==> config.mk <==
export PLATFORM = sky130hd
export DESIGN_NAME = readout_window_integrator
export DESIGN_NICKNAME = d
export VERILOG_FILES = /design/src/rtl/readout_pkg.sv /design/src/rtl/sat_add.sv /design/src/rtl/readout_window_integrator.sv
export SDC_FILE = /design/constraint.sdc
export NUM_CORES = 1
export LEC_CHECK = 0
export BUFFER_PORTS_ARGS = -buffer_cell sky130_fd_sc_hd__buf_4
export CORE_MARGIN = 2
export CORE_UTILIZATION = 30
export CTS_CLUSTER_SIZE = 40
export DETAILED_ROUTE_END_ITERATION = 12
export GPL_TIMING_DRIVEN = 0
export MAX_ROUTING_LAYER = met4
export PLACE_DENSITY = 0.51
export SLEW_MARGIN = 20
export SYNTH_ARGS = -nofsm -noshare
export SYNTH_HDL_FRONTEND = slang
export SYNTH_SLANG_ARGS = --single-unit
==> constraint.sdc <==
create_clock -name i_clk -period 2.3 [get_ports i_clk]
set_input_delay 0.46 -clock i_clk [delete_from_list [all_inputs] [get_ports i_clk]]
set_output_delay 0.46 -clock i_clk [all_outputs]
set_load 0.02 [all_outputs]
==> src/rtl/readout_pkg.sv <==
// Shared types and helpers for the readout window integrator.
package readout_pkg;

    typedef enum logic [1:0] {
        StIdle,
        StAccum,
        StHold
    } state_e;

    // Constant-foldable ceil(log2(value)); returns 0 for value <= 1.
    function automatic int unsigned clog2(input int unsigned value);
        int unsigned result;
        result = 0;
        for (int unsigned i = 0; i < 32; i++) begin
            if ((32'd1 << i) < value) begin
                result = i + 1;
            end
        end
        return result;
    endfunction

endpackage

==> src/rtl/sat_add.sv <==
// Signed WIDTH-bit adder: clamps with an overflow flag when INTEGRATOR_SATURATE_EN
// is defined, otherwise wraps modulo 2^WIDTH.
module sat_add #(
    parameter int unsigned WIDTH = 16
) (
    input  logic signed [WIDTH-1:0] i_a,
    input  logic signed [WIDTH-1:0] i_b,
    output logic signed [WIDTH-1:0] o_sum
`ifdef INTEGRATOR_SATURATE_EN
    ,
    output logic                    o_ovf
`endif
);

`ifdef INTEGRATOR_SATURATE_EN
    logic [WIDTH:0] w_wide;

    assign w_wide = {i_a[WIDTH-1], i_a} + {i_b[WIDTH-1], i_b};
    // Overflow when the extra sign bit disagrees with the in-range sign bit.
    assign o_ovf  = w_wide[WIDTH] ^ w_wide[WIDTH-1];

    always_comb begin
        o_sum = w_wide[WIDTH-1:0];
        if (o_ovf) begin
            o_sum = w_wide[WIDTH] ? {1'b1, {(WIDTH-1){1'b0}}} : {1'b0, {(WIDTH-1){1'b1}}};
        end
    end
`else
    assign o_sum = i_a + i_b;
`endif

endmodule

==> src/rtl/readout_window_integrator.sv <==
// Integrates WINDOW accepted signed samples into one result with valid/ready on both sides.
// Define INTEGRATOR_SATURATE_EN for clamping additions and the o_out_sat flag.
module readout_window_integrator
    import readout_pkg::*;
#(
    parameter int unsigned DATA_WIDTH = 8,
    parameter int unsigned ACC_WIDTH  = 16,
    parameter int unsigned WINDOW     = 16
) (
    input  logic                         i_clk,
    input  logic                         i_rst,
    input  logic                         i_in_valid,
    input  logic signed [DATA_WIDTH-1:0] i_in_data,
    output logic                         o_in_ready,
    output logic                         o_out_valid,
    output logic signed [ACC_WIDTH-1:0]  o_out_data,
    input  logic                         i_out_ready
`ifdef INTEGRATOR_SATURATE_EN
    ,
    output logic                         o_out_sat
`endif
);

    localparam int unsigned CNT_W = (clog2(WINDOW) > 0) ? clog2(WINDOW) : 1;
    localparam logic [CNT_W-1:0] LAST = CNT_W'(WINDOW - 1);

    state_e                      r_state, w_state_next;
    logic [CNT_W-1:0]            r_count, w_count_next;
    logic signed [ACC_WIDTH-1:0] r_acc, w_acc_next;
    logic signed [ACC_WIDTH-1:0] r_out_data, w_out_data_next;
    logic signed [ACC_WIDTH-1:0] w_sample, w_sum;
    logic                        w_accept, w_release, w_last;

    assign o_out_valid = (r_state == StHold);
    assign o_in_ready  = ~o_out_valid | i_out_ready;
    assign o_out_data  = r_out_data;

    assign w_accept  = i_in_valid & o_in_ready;
    assign w_release = o_out_valid & i_out_ready;
    assign w_last    = (r_count == LAST);
    assign w_sample  = ACC_WIDTH'(i_in_data);

    // r_acc is already zero in HOLD, so an accept there starts the new window cleanly.
`ifdef INTEGRATOR_SATURATE_EN
    logic w_ovf;
    logic r_sat, w_sat_next;
    logic r_out_sat, w_out_sat_next;

    sat_add #(
        .WIDTH (ACC_WIDTH)
    ) u_sat_add (
        .i_a   (r_acc),
        .i_b   (w_sample),
        .o_sum (w_sum),
        .o_ovf (w_ovf)
    );

    assign o_out_sat = r_out_sat;

    always_comb begin
        w_sat_next     = r_sat;
        w_out_sat_next = r_out_sat;
        if (w_accept) begin
            if (w_last) begin
                w_out_sat_next = r_sat | w_ovf;
                w_sat_next     = 1'b0;
            end else begin
                w_sat_next = r_sat | w_ovf;
            end
        end
    end

    always_ff @(posedge i_clk) begin
        if (i_rst) begin
            r_sat     <= 1'b0;
            r_out_sat <= 1'b0;
        end else begin
            r_sat     <= w_sat_next;
            r_out_sat <= w_out_sat_next;
        end
    end
`else
    sat_add #(
        .WIDTH (ACC_WIDTH)
    ) u_sat_add (
        .i_a   (r_acc),
        .i_b   (w_sample),
        .o_sum (w_sum)
    );
`endif

    always_comb begin
        w_state_next    = r_state;
        w_count_next    = r_count;
        w_acc_next      = r_acc;
        w_out_data_next = r_out_data;
        if (w_release) begin
            w_state_next = StIdle;
        end
        if (w_accept) begin
            if (w_last) begin
                w_state_next    = StHold;
                w_count_next    = '0;
                w_acc_next      = '0;
                w_out_data_next = w_sum;
            end else begin
                w_state_next = StAccum;
                w_count_next = r_count + 1'b1;
                w_acc_next   = w_sum;
            end
        end
    end

    always_ff @(posedge i_clk) begin
        if (i_rst) begin
            r_state    <= StIdle;
            r_count    <= '0;
            r_acc      <= '0;
            r_out_data <= '0;
        end else begin
            r_state    <= w_state_next;
            r_count    <= w_count_next;
            r_acc      <= w_acc_next;
            r_out_data <= w_out_data_next;
        end
    end

endmodule

* Yosys cells after proc, flatten, opt, wreduce, memory -nomap -nowiden
Index checks and enable logic that the tools add are counted.
Storage, ports and cells: logic and storage cells 19, output and inout bits 18, bits in registers 38
Operators by class: add/sub/neg operators 2, equal/unequal tests 2, bitwise logic cells 4, reductions and logical operators 2, mux-type cells 5
Operator list (count):
- 16-bit by 8-bit adder with 16-bit output | 1
- 16-bit 2-to-1 mux | 1
- 2-bit 2-to-1 mux | 3
- 4-bit by 1-bit adder with 4-bit output, second input constant | 1
- 4-bit == test, second input constant | 1
- 4-bit 2-to-1 mux | 1
- 1-bit bitwise AND | 2
- 2-bit == test, second input constant | 1
- 2-bit AND reduction | 1
- 2-bit nonzero test | 1
- 1-bit NOT | 1
- 1-bit bitwise OR | 1

* Depth between registers and ports, before layout
word-level depth 5, gate-level depth with buffers 8, mapped depth without buffers 8

* Cells and area by module
Synthesis repeated with hierarchy kept, for this count alone.
Unflattened totals: cells, all modules 283, area, all modules 2347.3 um^2
By module, submodules not included:
- readout_window_integrator | cells each 185, area each 1622.8 um^2, times used 1
- sat_add | cells each 98, area each 724.4 um^2, times used 1

* Worst setup path after synthesis
Ideal clock, no wire load.
path type input port to flip-flop, start input port i_in_data[0], end register r_acc[14], path slack -0.095 ns, setup time 0.117 ns, data arrival time 2.278 ns, stages on the path 8, cells stage by stage ha_1 > fa_1 > a211oi_1 > o21a_1 > o21bai_1 > a221o_1 > xor2_1 > a22o_1
Between the ends: longest elaborated chain between the ends 2
Ends and longest elaborated chain:
- start: declaration | line readout_window_integrator.sv:13 | input logic signed [DATA_WIDTH-1:0] i_in_data,
- 16-bit by 8-bit adder with 16-bit output | line sat_add.sv:29 | assign o_sum = i_a + i_b;
- 16-bit 2-to-1 mux | line readout_window_integrator.sv:101 | if (w_last) begin
- end signal: assignment | line readout_window_integrator.sv:123 | r_acc <= w_acc_next;
- end: declaration | line readout_window_integrator.sv:29 | logic signed [ACC_WIDTH-1:0] r_acc, w_acc_next;
Every way passes these cells. A chain may end at the register's enable or synchronous reset.

* Worst setup path in the final report
start register r_acc[8], end register r_out_data[15], in the netlist o_out_data[15]
Between the ends: longest elaborated chain between the ends 1
Ends and longest elaborated chain:
- 16-bit by 8-bit adder with 16-bit output | line sat_add.sv:29
- end signal: assignment | line readout_window_integrator.sv:124 | r_out_data <= w_out_data_next;
- end: declaration | line readout_window_integrator.sv:30 | logic signed [ACC_WIDTH-1:0] r_out_data, w_out_data_next;
Every way passes these cells.

==> results.md <==
* Synth area leader: dfxtp_1
* DRT Wirelength at 5770 um
* Number of cells on the critical path at 8
* Mapped Nets at 294
* Hold Vio Cnt, Final at 0
* Area grow syn2layout at 29.15%
* Full die area at 7950 um^2
* TritonCTS Buffers at 5
* DRC at 0
* Final core occ at 39.38%
* Synth Register Bits at 38
* Crit-path slowest cell: a311o_1
* Routability Congestion at 0.8522
* Dpl ws at -0.4233 ns
* Vias in the first global route at 1921
* Warnings from Yosys at 0
* P_leak at 1.147 nW
* Period utilization at 100.5%
* Worst Path Arrival at 2.51 ns
* Root buffer cell: clkbuf_8
* CP max FO at 7
* Unrepaired setup endpoints after global routing: yes
* Crit start category: flip-flop
* CTS Hold Bufs at 0
* WHS Path Cells at 3
* Final slew viol count at 0
* Worst hold path class: in2reg
* Outcome: finished with violations
* Chip width at 89.17 um
* Crit-path cells: ha_4 > buf_6 > and4_4 > nand3_4 > a21o_1 > a311o_1 > or3_1 > a311oi_1
* CTS tree: yes
* R2R depth at 8
* Core area at 7137 um^2
* Fmax at 0.4326 GHz
* Top cell type's share of synthesized area at 34.96%
* FF-to-FF Start: r_acc[8]
* Hold path startpoint: i_in_valid
* Drt first pass iters at 4
* Largest net degree at the start of global routing at 13
* VDD IR max at 0.2863 mV
* Setup WS post-layout at -0.01157 ns
* Total of max-cap violations at 0
* CTS sink cnt at 38
* Crit path from: r_acc[8]
* Critical path endpoint category: flip-flop
* Dpl hpwl at 4194 um
* CTS max path bufs at 2
* Yosys cell types at 49
* Sequential area share after synthesis at 34.96%
* Cell family with most CP delay: compound AO/OA/AOI/OAI gates
* Starting density of the core at 30.49%
* Failing checks: negative setup slack
* WL/cell at 14.04 um
* Initial antenna violation count at 0
* Max incr delay on CP at 0.39 ns
* # H-tree levels at 2
* Io pins at 30
* DP Cell Count at 393
* Final #Nets at 340
* Actual slew at the worst max-slew pin at 0.6901 ns
* Final ANT Viol Nets at 0
* Slew HR at 53.82%
* Reg clk slew, reported paths at 0.08 ns
* Main synth FF type: dfxtp_1
* Avg Inst Size Synth at 8.211 um^2
* R2R setup slack at -0.01 ns
* Routed vias/inst at 5.034
* Final cell count without fillers at 411
* Power Density at 633.5 nW/um^2
* Initial DRC Count at 59
* First-pass GRT wire length at 9363 um
* Antenna Cells at 0
* Synth top area cells: dfxtp_1 (35%), ha_1 (9.2%), nand2_1 (6.9%)
* Via count at 2069
* Placed cell area at 2525 um^2
* Post-synth EDFFs at 0
* Most frequent cell after synthesis: nand2_1
* Worst Path Buf+Inv at 1
* Final min period at 2.312 ns
* Clock latency on the worst-skew pair at 0.30 ns
* Clk_skew at 0.01137 ns
* Design area at 2810 um^2
* Critical path type: reg2reg
* Port buffer count at 29
* Mapped Cells at 265
* Finish-stage setup viols at 2
* Ys async rst share at 0%
* CP endpoint: o_out_data[15]
* Rows at 31
* Die Ht at 89.17 um
* Share of cells above drive strength 1 at 24.04%
* Worst endpoint required time at 2.50 ns
* Synth Cell Area at 2176 um^2
* Most common library cells after synthesis: nand2_1 (40), dfxtp_1 (38), a21oi_1 (27)
* Gr ovfl total at 0
* Reg2reg end: o_out_data[15]
* GRT Overall Usage at 15.65%
cell usage in the layout (no fill, tap or decap), types with 5 or more instances in the layout:
master and n:
a21oi_1 23, a22o_1 5, buf_4 38, clkbuf_1 6, clkbuf_8 6, dfxtp_1 34
ha_1 11, ha_4 5, nand2_1 40, nand3_1 17, nor2_1 20, o21ai_0 7
xnor2_1 6, xor2_1 5
how the worst min path moves through the flow:
stage	to	slack [ns]
final	r_state[1]	0.43
after global routing	r_state[1]	0.43
after CTS	r_state[1]	0.42
after detailed placement	o_out_data[5]	0.45
after global placement	o_out_data[3]	0.44
after floorplan	r_acc[0]	0.44
worst min-delay path: stages:
cell,delay (ns)
buf_4,0.12
nand2_1,0.05
a21oi_1,0.05
flip-flops by register name, indices dropped and copies added, names as in the netlist:
name / count
r_count: 4
r_state: 2
o_out_data: 16
r_acc: 16
kinds of logic after synthesis:
kind of cell / after synthesis / share of synthesized area, %
AO/OA/AOI/OAI: 79 / 24.96
XOR/XNOR: 11 / 4.428
adder cells (fa/ha/maj): 17 / 10.12
buffers and inverters: 16 / 3.393
flip-flops: 38 / 34.96
AND/OR/NAND/NOR: 104 / 22.14
what timing repair did:
action	4_1_cts	5_1_grt
buffers inserted	1	9
resized for setup	6	20
pin swaps	4	11
gates cloned	0	0
hold endpoints to repair	0	0
setup endpoints to repair	6	17
report_power, final:
| part | leakage (nW) | internal, mW | switching, mW |
|---|---|---|---|
| registers | 0.311 | 0.702 | 0.0308 |
| clock network | 0.0472 | 0.241 | 0.253 |
| logic | 0.789 | 0.255 | 0.298 |
per-layer routing:
| metal | vias up | global-route usage (%) | wire, um |
|---|---|---|---|
| met3 | 7 | 2.862 | 221 |
| met4 | 0 | 3.664 | 55 |
| met1 | 957 | 21.12 | 2913 |
| met5 | - | - | 0 |
| li1 | 1075 | - | - |
| met2 | 30 | 24.38 | 2580 |
area by class of cell:
type                    count  area, um^2
repair buffers             39       296.5
plain buffers              12       63.81
fillers                   756        4327
multi-input cells         211        1450
flip-flops and latches     38       765.7
clock buffers               6       82.58
well taps                  99       123.9
clock inverters             2       12.51
inverters                   4       15.01
per-stage QoR:
| step | hold WS (ns) | total power [mW] | TNS, ns |
|---|---|---|---|
| 6_report | 0.4295 | 1.780 | -0.01751 |
| 5_1_grt | 0.4299 | 1.889 | -0.1775 |
| 4_1_cts | 0.4235 | 1.727 | -0.007458 |
| 3_5_place_dp | 0.4479 | 1.216 | -3.586 |
| 3_3_place_gp | 0.4429 | 1.212 | -3.547 |
| 2_1_floorplan | 0.4356 | 1.109 | 0 |
No activity file was read; power rests on OpenSTA's default activity.
